===== config.mk =====
export PLATFORM = sky130hd
export DESIGN_NAME = usb_desc_streamer_flat
export DESIGN_NICKNAME = d
export VERILOG_FILES = /design/src/rtl/usb_desc_streamer_if.sv /design/src/rtl/usb_desc_streamer.sv /design/src/flat_wrapper.sv
export SDC_FILE = /design/constraint.sdc
export NUM_CORES = 1
export LEC_CHECK = 0
export CORE_MARGIN = 3
export CORE_UTILIZATION = 50
export DETAILED_ROUTE_END_ITERATION = 10
export PLACE_DENSITY_LB_ADDON = 0.05
export REMOVE_ABC_BUFFERS = 1
export SYNTH_ARGS = -nofsm -noshare
export SYNTH_HDL_FRONTEND = slang
export SYNTH_SLANG_ARGS = --single-unit

===== constraint.sdc =====
create_clock -name clk -period 5.37 [get_ports clk]
set_input_delay 1.3425 -clock clk [delete_from_list [all_inputs] [get_ports clk]]
set_output_delay 1.3425 -clock clk [all_outputs]
set_load 0.1 [all_outputs]

===== src/rtl/usb_desc_streamer_if.sv =====
// rtl/usb_desc_streamer_if.sv - request, descriptor-read and IN-stream signals of the descriptor streamer
// Purpose: bundles every handshake/bus signal of usb_desc_streamer; clk and rst stay plain ports.
// Modports:
//   master - the streamer: drives req_ready, desc_addr, tx_*, busy, done
//   slave  - the environment: request decoder, descriptor ROM and transaction layer
interface usb_desc_streamer_if;
    logic        req_valid;
    logic        req_ready;
    logic [15:0] req_wlength;
    logic [15:0] desc_len;
    logic [15:0] desc_addr;
    logic [7:0]  desc_data;
    logic        in_tok;
    logic        tx_valid;
    logic        tx_ready;
    logic [7:0]  tx_data;
    logic        tx_last;
    logic        tx_zlp;
    logic        pkt_ack;
    logic        pkt_retry;
    logic        abort;
    logic        busy;
    logic        done;

    modport master (
        input  req_valid, req_wlength, desc_len, desc_data, in_tok, tx_ready,
               pkt_ack, pkt_retry, abort,
        output req_ready, desc_addr, tx_valid, tx_data, tx_last, tx_zlp, busy, done
    );

    modport slave (
        output req_valid, req_wlength, desc_len, desc_data, in_tok, tx_ready,
               pkt_ack, pkt_retry, abort,
        input  req_ready, desc_addr, tx_valid, tx_data, tx_last, tx_zlp, busy, done
    );
endinterface


===== src/rtl/usb_desc_streamer.sv =====
// rtl/usb_desc_streamer.sv - GET_DESCRIPTOR IN data stage sequencer and packetiser
// Purpose: fetches descriptor bytes by address and cuts them into MAXPKT-byte IN packets,
//   truncating to wLength, appending a terminating ZLP when needed, replaying a packet on
//   retry and cancelling on abort (new SETUP).
// Ports:
//   clk  - clock, rising edge
//   rst  - synchronous active-high reset
//   bus  - usb_desc_streamer_if.master: req_valid/req_ready/req_wlength/desc_len request,
//          desc_addr/desc_data descriptor read, in_tok, tx_valid/tx_ready/tx_data/tx_last/tx_zlp
//          beat stream, pkt_ack/pkt_retry/abort host outcome, busy and done status
// Parameter: MAXPKT - bytes per data packet (8/16/32/64)
module usb_desc_streamer #(
    parameter int MAXPKT = 8
) (
    input  logic               clk,
    input  logic               rst,
    usb_desc_streamer_if.master bus
);
    typedef enum logic [1:0] {IDLE, WAIT_IN, SEND, WAIT_ACK} state_t;

    localparam logic [15:0] MAX_PKT16 = 16'(MAXPKT);

    state_t      state;
    state_t      stateNext;
    logic [15:0] total;
    logic [15:0] base;
    logic [15:0] descAddr;
    logic [6:0]  pktLen;
    logic        needZlp;

    logic [15:0] reqTotal;
    logic [15:0] remaining;
    logic [6:0]  nextLen;
    logic [15:0] beatIdx;
    logic        isZlp;
    logic        lastBeat;
    logic        finish;
    logic        aborting;

    assign reqTotal  = (bus.req_wlength < bus.desc_len) ? bus.req_wlength : bus.desc_len;
    assign remaining = total - base;
    // remaining is below MAXPKT (<= 64) whenever the low bits are used, so 7 bits suffice
    assign nextLen   = (remaining >= MAX_PKT16) ? 7'(MAXPKT) : remaining[6:0];
    assign isZlp     = (pktLen == 7'd0);
    // Beat position is derived from the address so a retry only has to rewind descAddr
    assign beatIdx   = descAddr - base;
    assign lastBeat  = isZlp || (beatIdx == 16'(pktLen) - 16'd1);
    // The transfer ends once all bytes are acked, unless a ZLP is still owed; the owed ZLP
    // is itself the len==0 packet, so its ack always finishes
    assign finish    = ((base + 16'(pktLen)) == total) && (!needZlp || isZlp);
    assign aborting  = bus.abort && (state != IDLE);
    assign bus.desc_addr = descAddr;

    always_ff @(posedge clk) begin
        if (rst) begin
            state <= IDLE;
        end else begin
            state <= stateNext;
        end
    end

    always_comb begin
        stateNext     = state;
        bus.req_ready = 1'b0;
        bus.busy      = 1'b1;
        bus.tx_valid  = 1'b0;
        bus.tx_data   = 8'h00;
        bus.tx_last   = 1'b0;
        bus.tx_zlp    = 1'b0;
        bus.done      = 1'b0;
        case (state)
            IDLE: begin
                bus.req_ready = 1'b1;
                bus.busy      = 1'b0;
                if (bus.req_valid) begin
                    stateNext = WAIT_IN;
                end
            end
            WAIT_IN: begin
                if (bus.in_tok) begin
                    stateNext = SEND;
                end
            end
            SEND: begin
                bus.tx_valid = 1'b1;
                bus.tx_data  = isZlp ? 8'h00 : bus.desc_data;
                bus.tx_last  = lastBeat;
                bus.tx_zlp   = isZlp;
                if (bus.tx_ready && lastBeat) begin
                    stateNext = WAIT_ACK;
                end
            end
            WAIT_ACK: begin
                if (bus.pkt_ack) begin
                    stateNext = finish ? IDLE : WAIT_IN;
                    // Pulsed in the last busy cycle so it never overlaps the new req_ready
                    bus.done  = finish && !bus.abort;
                end else if (bus.pkt_retry) begin
                    stateNext = WAIT_IN;
                end
            end
            default: stateNext = IDLE;
        endcase
        if (aborting) begin
            stateNext = IDLE;
        end
    end

    always_ff @(posedge clk) begin
        if (rst) begin
            total    <= 16'd0;
            base     <= 16'd0;
            descAddr <= 16'd0;
            pktLen   <= 7'd0;
            needZlp  <= 1'b0;
        end else if (aborting) begin
            total    <= 16'd0;
            base     <= 16'd0;
            descAddr <= 16'd0;
            pktLen   <= 7'd0;
            needZlp  <= 1'b0;
        end else begin
            case (state)
                IDLE: begin
                    if (bus.req_valid) begin
                        total    <= reqTotal;
                        base     <= 16'd0;
                        descAddr <= 16'd0;
                        // MAXPKT is a power of two, so the modulo is a mask
                        needZlp  <= (reqTotal < bus.req_wlength) &&
                                    ((reqTotal & (MAX_PKT16 - 16'd1)) == 16'd0);
                    end
                end
                WAIT_IN: begin
                    if (bus.in_tok) begin
                        pktLen <= nextLen;
                    end
                end
                SEND: begin
                    if (bus.tx_ready && !isZlp) begin
                        descAddr <= descAddr + 16'd1;
                    end
                end
                WAIT_ACK: begin
                    if (bus.pkt_ack) begin
                        base <= base + 16'(pktLen);
                    end else if (bus.pkt_retry) begin
                        descAddr <= base;
                    end
                end
                default: ;
            endcase
        end
    end
endmodule

===== src/flat_wrapper.sv =====
// flat-port wrapper written by rule: the top's interface ports become plain ports
module usb_desc_streamer_flat 
#(
    parameter int MAXPKT = 8
)
  (clk, rst, bus_req_valid, bus_req_wlength, bus_desc_len, bus_desc_data, bus_in_tok, bus_tx_ready, bus_pkt_ack, bus_pkt_retry, bus_abort, bus_req_ready, bus_desc_addr, bus_tx_valid, bus_tx_data, bus_tx_last, bus_tx_zlp, bus_busy, bus_done);
  usb_desc_streamer_if bus_i ();
  input  logic clk;
  input  logic rst;
  input wire logic [$bits(bus_i.req_valid)-1:0] bus_req_valid;
  input wire logic [$bits(bus_i.req_wlength)-1:0] bus_req_wlength;
  input wire logic [$bits(bus_i.desc_len)-1:0] bus_desc_len;
  input wire logic [$bits(bus_i.desc_data)-1:0] bus_desc_data;
  input wire logic [$bits(bus_i.in_tok)-1:0] bus_in_tok;
  input wire logic [$bits(bus_i.tx_ready)-1:0] bus_tx_ready;
  input wire logic [$bits(bus_i.pkt_ack)-1:0] bus_pkt_ack;
  input wire logic [$bits(bus_i.pkt_retry)-1:0] bus_pkt_retry;
  input wire logic [$bits(bus_i.abort)-1:0] bus_abort;
  output wire logic [$bits(bus_i.req_ready)-1:0] bus_req_ready;
  output wire logic [$bits(bus_i.desc_addr)-1:0] bus_desc_addr;
  output wire logic [$bits(bus_i.tx_valid)-1:0] bus_tx_valid;
  output wire logic [$bits(bus_i.tx_data)-1:0] bus_tx_data;
  output wire logic [$bits(bus_i.tx_last)-1:0] bus_tx_last;
  output wire logic [$bits(bus_i.tx_zlp)-1:0] bus_tx_zlp;
  output wire logic [$bits(bus_i.busy)-1:0] bus_busy;
  output wire logic [$bits(bus_i.done)-1:0] bus_done;
  assign bus_i.req_valid = bus_req_valid;
  assign bus_i.req_wlength = bus_req_wlength;
  assign bus_i.desc_len = bus_desc_len;
  assign bus_i.desc_data = bus_desc_data;
  assign bus_i.in_tok = bus_in_tok;
  assign bus_i.tx_ready = bus_tx_ready;
  assign bus_i.pkt_ack = bus_pkt_ack;
  assign bus_i.pkt_retry = bus_pkt_retry;
  assign bus_i.abort = bus_abort;
  assign bus_req_ready = bus_i.req_ready;
  assign bus_desc_addr = bus_i.desc_addr;
  assign bus_tx_valid = bus_i.tx_valid;
  assign bus_tx_data = bus_i.tx_data;
  assign bus_tx_last = bus_i.tx_last;
  assign bus_tx_zlp = bus_i.tx_zlp;
  assign bus_busy = bus_i.busy;
  assign bus_done = bus_i.done;
  usb_desc_streamer #(.MAXPKT(MAXPKT)) u_core (.clk(clk), .rst(rst), .bus(bus_i));
endmodule

* After elaboration in Yosys (flattened, before gate mapping)
Index checks and enable logic that the tools add are counted.
Widths: inputs -> output; s select.
** Cells by class
- Reduce and logical (&&, ||, !) cells :: 23
- Shift-type cells :: 0
- Bitwise gates (word level) :: 0
- $mul :: 0
- Equal/unequal tests :: 13
- $lt $le $gt $ge :: 3
- Add/subtract/negate cells :: 5
- Divide/modulo/power cells :: 0
- Muxes and demuxes :: 25
** Operators with widths (number)
- $mux 16 :: 6
- $pmux 16 s3 :: 1
- $eq 16x16->1 :: 2
- $lt 16x16->1 :: 2
- $pmux 16 s2 :: 1
- $sub 16x16->16 :: 2
- $add 16x1->16 const B :: 1
- $add 16x7->16 :: 1
- $ge 16x4->1 const B :: 1
- $logic_not 16->1 :: 1
- $mux 8 :: 2
- $mux 2 :: 5
- $ne 2x2->1 const B :: 5
- $mux 1 :: 8
- $pmux 2 s4 :: 1
- $sub 7x1->8 const B :: 1
- $logic_not 7->1 :: 1
- $mux 7 :: 1
- $logic_and 1x1->1 :: 6
- $reduce_and 5->1 :: 1
- $eq 2x2->1 const B :: 2
- $ne 2x1->1 const B :: 2
- $reduce_and 2->1 :: 2
- $reduce_and 4->1 :: 1
- other kinds (9) :: 13
** Word-level totals
- Bits in read-only memories :: 0
- Word-level logic and storage cells :: 75
- Flip-flop bits (word level) :: 58
- Bits of input ports :: 48
- Memories kept :: 0
- Bits in writable memories :: 0
- Bits in latches :: 0

* Depth between registers and ports, before layout
- Depth after elaboration :: 6
- Depth in mapped cells :: 23

* Worst setup path after synthesis
Ideal clock, no wire load.
- Kind :: reg2out
- Start :: register u_core.descAddr[0], in the netlist u_core.bus.desc_addr[0]
- End :: output port bus_tx_last
- Stages on the path, launching flop included :: 13
- Path buffers :: 0
- Slack :: -0.874 ns
- Data arrival time :: 4.902 ns
- Cell sequence :: dfxtp_1 inv_1 ha_1 fa_1 nand2b_1 a21oi_1 o2111a_1 nor3_1 nor3_2 or3b_1 a2111oi_2 nand3_1 a21oi_1
** Between the ends
- Longest elaborated chain between the ends :: 4
** Ends and longest elaborated chain
- start: declaration :: line usb_desc_streamer.sv:27 : logic [15:0] descAddr;
- start signal: assignment :: line usb_desc_streamer.sv:141 : descAddr <= descAddr + 16'd1;
- start signal: assignment :: line usb_desc_streamer.sv:148 : descAddr <= base;
- $sub 16x16->16 :: line usb_desc_streamer.sv:46 : assign beatIdx = descAddr - base;
- $eq 16x16->1 :: line usb_desc_streamer.sv:47 : assign lastBeat = isZlp || (beatIdx == 16'(pktLen) - 16'd1);
- $logic_or 1x1->1 :: line usb_desc_streamer.sv:47
- $mux 1 :: line usb_desc_streamer.sv:71 : case (state)
- end: declaration :: line flat_wrapper.sv:23 : output wire logic [$bits(bus_i.tx_last)-1:0] bus_tx_last;
Every way passes these cells.

* Final worst setup path
- Start :: input port bus_pkt_ack
- End :: output port bus_done
** Between the ends
- Longest elaborated chain between the ends :: 2
** Ends and longest elaborated chain
- start: declaration :: line flat_wrapper.sv:16 : input wire logic [$bits(bus_i.pkt_ack)-1:0] bus_pkt_ack;
- $mux 1 :: line usb_desc_streamer.sv:94 : if (bus.pkt_ack) begin
- $mux 1 :: line usb_desc_streamer.sv:71
- end: declaration :: line flat_wrapper.sv:26 : output wire logic [$bits(bus_i.done)-1:0] bus_done;
Every way passes these cells.

==> impl_metrics.ini <==
[cts]
numCtsBuffers = 9
cts_root_buf = clkbuf_16
cts_tree = done
clk_pin_slew_ps = 50
insertion_delay_ps = 330
htreeDepth = 3
clock-sinks = 58
cts_buffer_depth = 2
post_cts_buffers = 0
holdBufCountCts = 0

[critical_path]
cp.arrival_ps = 3780
reg2reg_slack_ps = 1670
r2r-start = u_core.bus.desc_addr[0]
critPathMaxFanout = 2
start_kind = input pin
criticalPathCategory = input pin to output port
cp-end-kind = output port
startpoint = bus_pkt_ack
required_ps = 4030

[die]
coreArea_um2 = 12200
initial_utilization = 0.520
fp.dieH_um = 119
die_x_um = 119
dieArea_um2 = 14100
num_rows = 40
pin_count = 78

[power]
swShare = 0.456
p_leak_nw = 3.33
p_seq_frac = 0.215
pwr-share-clk = 0.215
p_switching_mw = 1.17
vdd_drop_max_v = 0.000165
combPwrFrac = 0.570
power_density_nw_per_um2 = 338
total_power_mw = 2.56
internal_power_mw = 1.39

[timing]
maxSlewViolCount = 0
skew_ps = 5.94
finalCritPeriodShare = 0.953
final_hold_viol_count = 0
fin_crit_ps = 5120
tightest_slew_ps = 982
setup_viol = 0
fmax_mhz = 195
maxSlewHeadroom = 0.343
rsz0062_at_grt = false
setup_ws_ps = 251

[place]
port-buffer-count = 77
dp_slack_ps = 4.59
gp_congestion = 0.915
dp.final_hpwl_um = 14600
dpl.cell_count = 1063

[worst_hold_path]
worstHoldStart = u_core.needZlp
hold_class = flop to flop

[route]
wl_per_cell_um = 17.1
postRouteWirelength_um = 18500
drt_pass1_iterations = 5
routed-via-count = 6543
viasPerCell = 6.06
drt_iter0_drc = 395
drc = 0
postRouteAntennaNets = 0

[final_layout]
num_antenna_cells = 0
regArea_um2 = 1160
multi_input_area_um2 = 4810
n_fill_cell = 1169
fin_util = 0.621
drive_gt1_frac = 0.0681
fin_cells = 1079
area_growth_pct = 19.4
fin_nets = 1032

[logic_synthesis]
yosysSeqAreaShare = 0.183
yosys.area.top_type_share = 0.183
ys_types = 80
ys.warnings.count = 0
synth_edf_count = 0
async_flop_share = 0
syn_inst = 839
yosysTopAreaCell = dfxtp_1
synth_area_per_cell_um2 = 7.57
synthTopCellsByArea = dfxtp_1, ha_1, a21oi_1
ys.flop_type = dfxtp_1
ys_ff_latch = 58
synth_area_um2 = 6350

[flow_run]
maxCapViolCount = 0

[grt]
grt-ovfl-total = 0
track_usage = 0.255
antenna_found_initial = 0
grt_pass1_vias = 6088
grt_pass1_wl_um = 29600
grt_max_degree = 37

[run_status]
status = finished clean
## state kept, by name (all words and copies together), names as in the netlist
register              cells
u_core.base              16
u_core.bus.desc_addr     16
u_core.needZlp            1
u_core.pktLen             7
u_core.state              2
u_core.total             16
## critical path, stage by stage
cell and delay (ps):
clkdlybuf4s50_1 550, o31ai_1 120, nor4_1 180, nand3_1 120, nor4b_2 270, nand4_1 120
a221o_1 300, nor4_2 220, buf_4 160, and3b_1 200, buf_12 180
## routing by layer
layer,global-route usage,part of all wire
met2,0.442,0.48
met4,0.0970,0.029
met1,0.323,0.44
met5,0,0
met3,0.0301,0.054
## worst paths after layout
path	depth (start not counted)	end
setup / recovery	11	bus_done
hold / removal	2	u_core.needZlp
setup reg to reg	13	u_core.state[0]
hold reg to reg	2	u_core.needZlp
## cell usage in the layout, fill, tap and decap left out, types with 6 or more instances in the layout
cell             netlist  final
inv_1                 68     68
a211oi_1               8      8
dfxtp_1               58     58
xnor2_1               32     32
nor3_1                21     21
nand2_1               63     63
and3_1                19     19
xor2_1                13     13
nor2b_1               12     12
buf_4                  0     21
o211a_1               15     15
clkbuf_16              0      9
nand4_1               13     13
nor2_1                72     72
o31ai_1               12     12
nor4_1                 9      8
nand2b_1              23     23
o21a_1                12     12
a21oi_2                4      6
o21ai_0               48     48
a21o_1                16     16
a21oi_1               56     54
clkdlybuf4s50_1        0     66
ha_1                  75     75
o211ai_1               9      9
a22oi_1               18     18
nand3_1               19     19
mux2i_1               23     22
a31oi_1               13     13
## logic make-up (layout without fill, tap and decap cells)
logic type,Yosys count,after routing,share of synthesized area
AO/OA/AOI/OAI,257,257,0.278
XOR/XNOR,45,45,0.0621
adder cells (fa/ha/maj),78,78,0.157
buffers and inverters,101,173,0.0637
flip-flops,58,58,0.183
multiplexers,24,24,0.0380
AND/OR/NAND/NOR,276,276,0.218
## stage by stage
step	hold slack (ps)	setup TNS, ps	instance area, um2
3_3_place_gp	486	0	7270
3_5_place_dp	488	0	7270
5_1_grt	540	0	7580
6_report	493	0	7580
2_1_floorplan	446	-14790	6200
4_1_cts	495	0	7560
## cell type report
| class | count | share of cell area |
|---|---|---|
| Sequential cell | 58 | 0.153 |
| Clock buffer | 14 | 0.0361 |
| Multi-Input combinational cell | 680 | 0.635 |
| Clock inverter | 2 | 0.00132 |
| Tap cell | 168 | 0.0277 |
| Timing Repair Buffer | 89 | 0.113 |
| Inverter | 68 | 0.0337 |
## synthesized netlist by cell type (all sizes together) (4+ instances only)
| cell type | instances |
|---|---|
| dfxtp | 58 |
| o211a | 15 |
| nand2b | 24 |
| a31oi | 13 |
| o211ai | 9 |
| a22oi | 18 |
| ha | 75 |
| o21ai | 51 |
| inv | 68 |
| xnor2 | 32 |
| and2 | 5 |
| a311oi | 4 |
| a2111oi | 5 |
| xor2 | 13 |
| nor3 | 22 |
| clkbuf | 30 |
| nor4 | 9 |
| o21bai | 4 |
| and3 | 20 |
| a21o | 17 |
| a211oi | 8 |
| mux2i | 23 |
| a21oi | 60 |
| o31ai | 13 |
| nand2 | 64 |
| nand4 | 13 |
| o21a | 12 |
| nand3 | 19 |
| nor2b | 12 |
| nor2 | 73 |
## power groups by stage
stage / logic [mW] / clock network (mW) / registers, mW
after floorplan: 1.02 / 0 / 0.590
after global placement: 1.40 / 0 / 0.556
after detailed placement: 1.44 / 0 / 0.558
after CTS: 1.44 / 0.562 / 0.550
after global routing: 1.60 / 0.580 / 0.561
final: 1.46 / 0.550 / 0.550
## what timing repair did
item,in CTS,in global routing
setup endpoints to repair,0,3
hold endpoints to repair,0,0
resized for setup,0,5
Note: power is estimated with default switching activity, not from simulation.
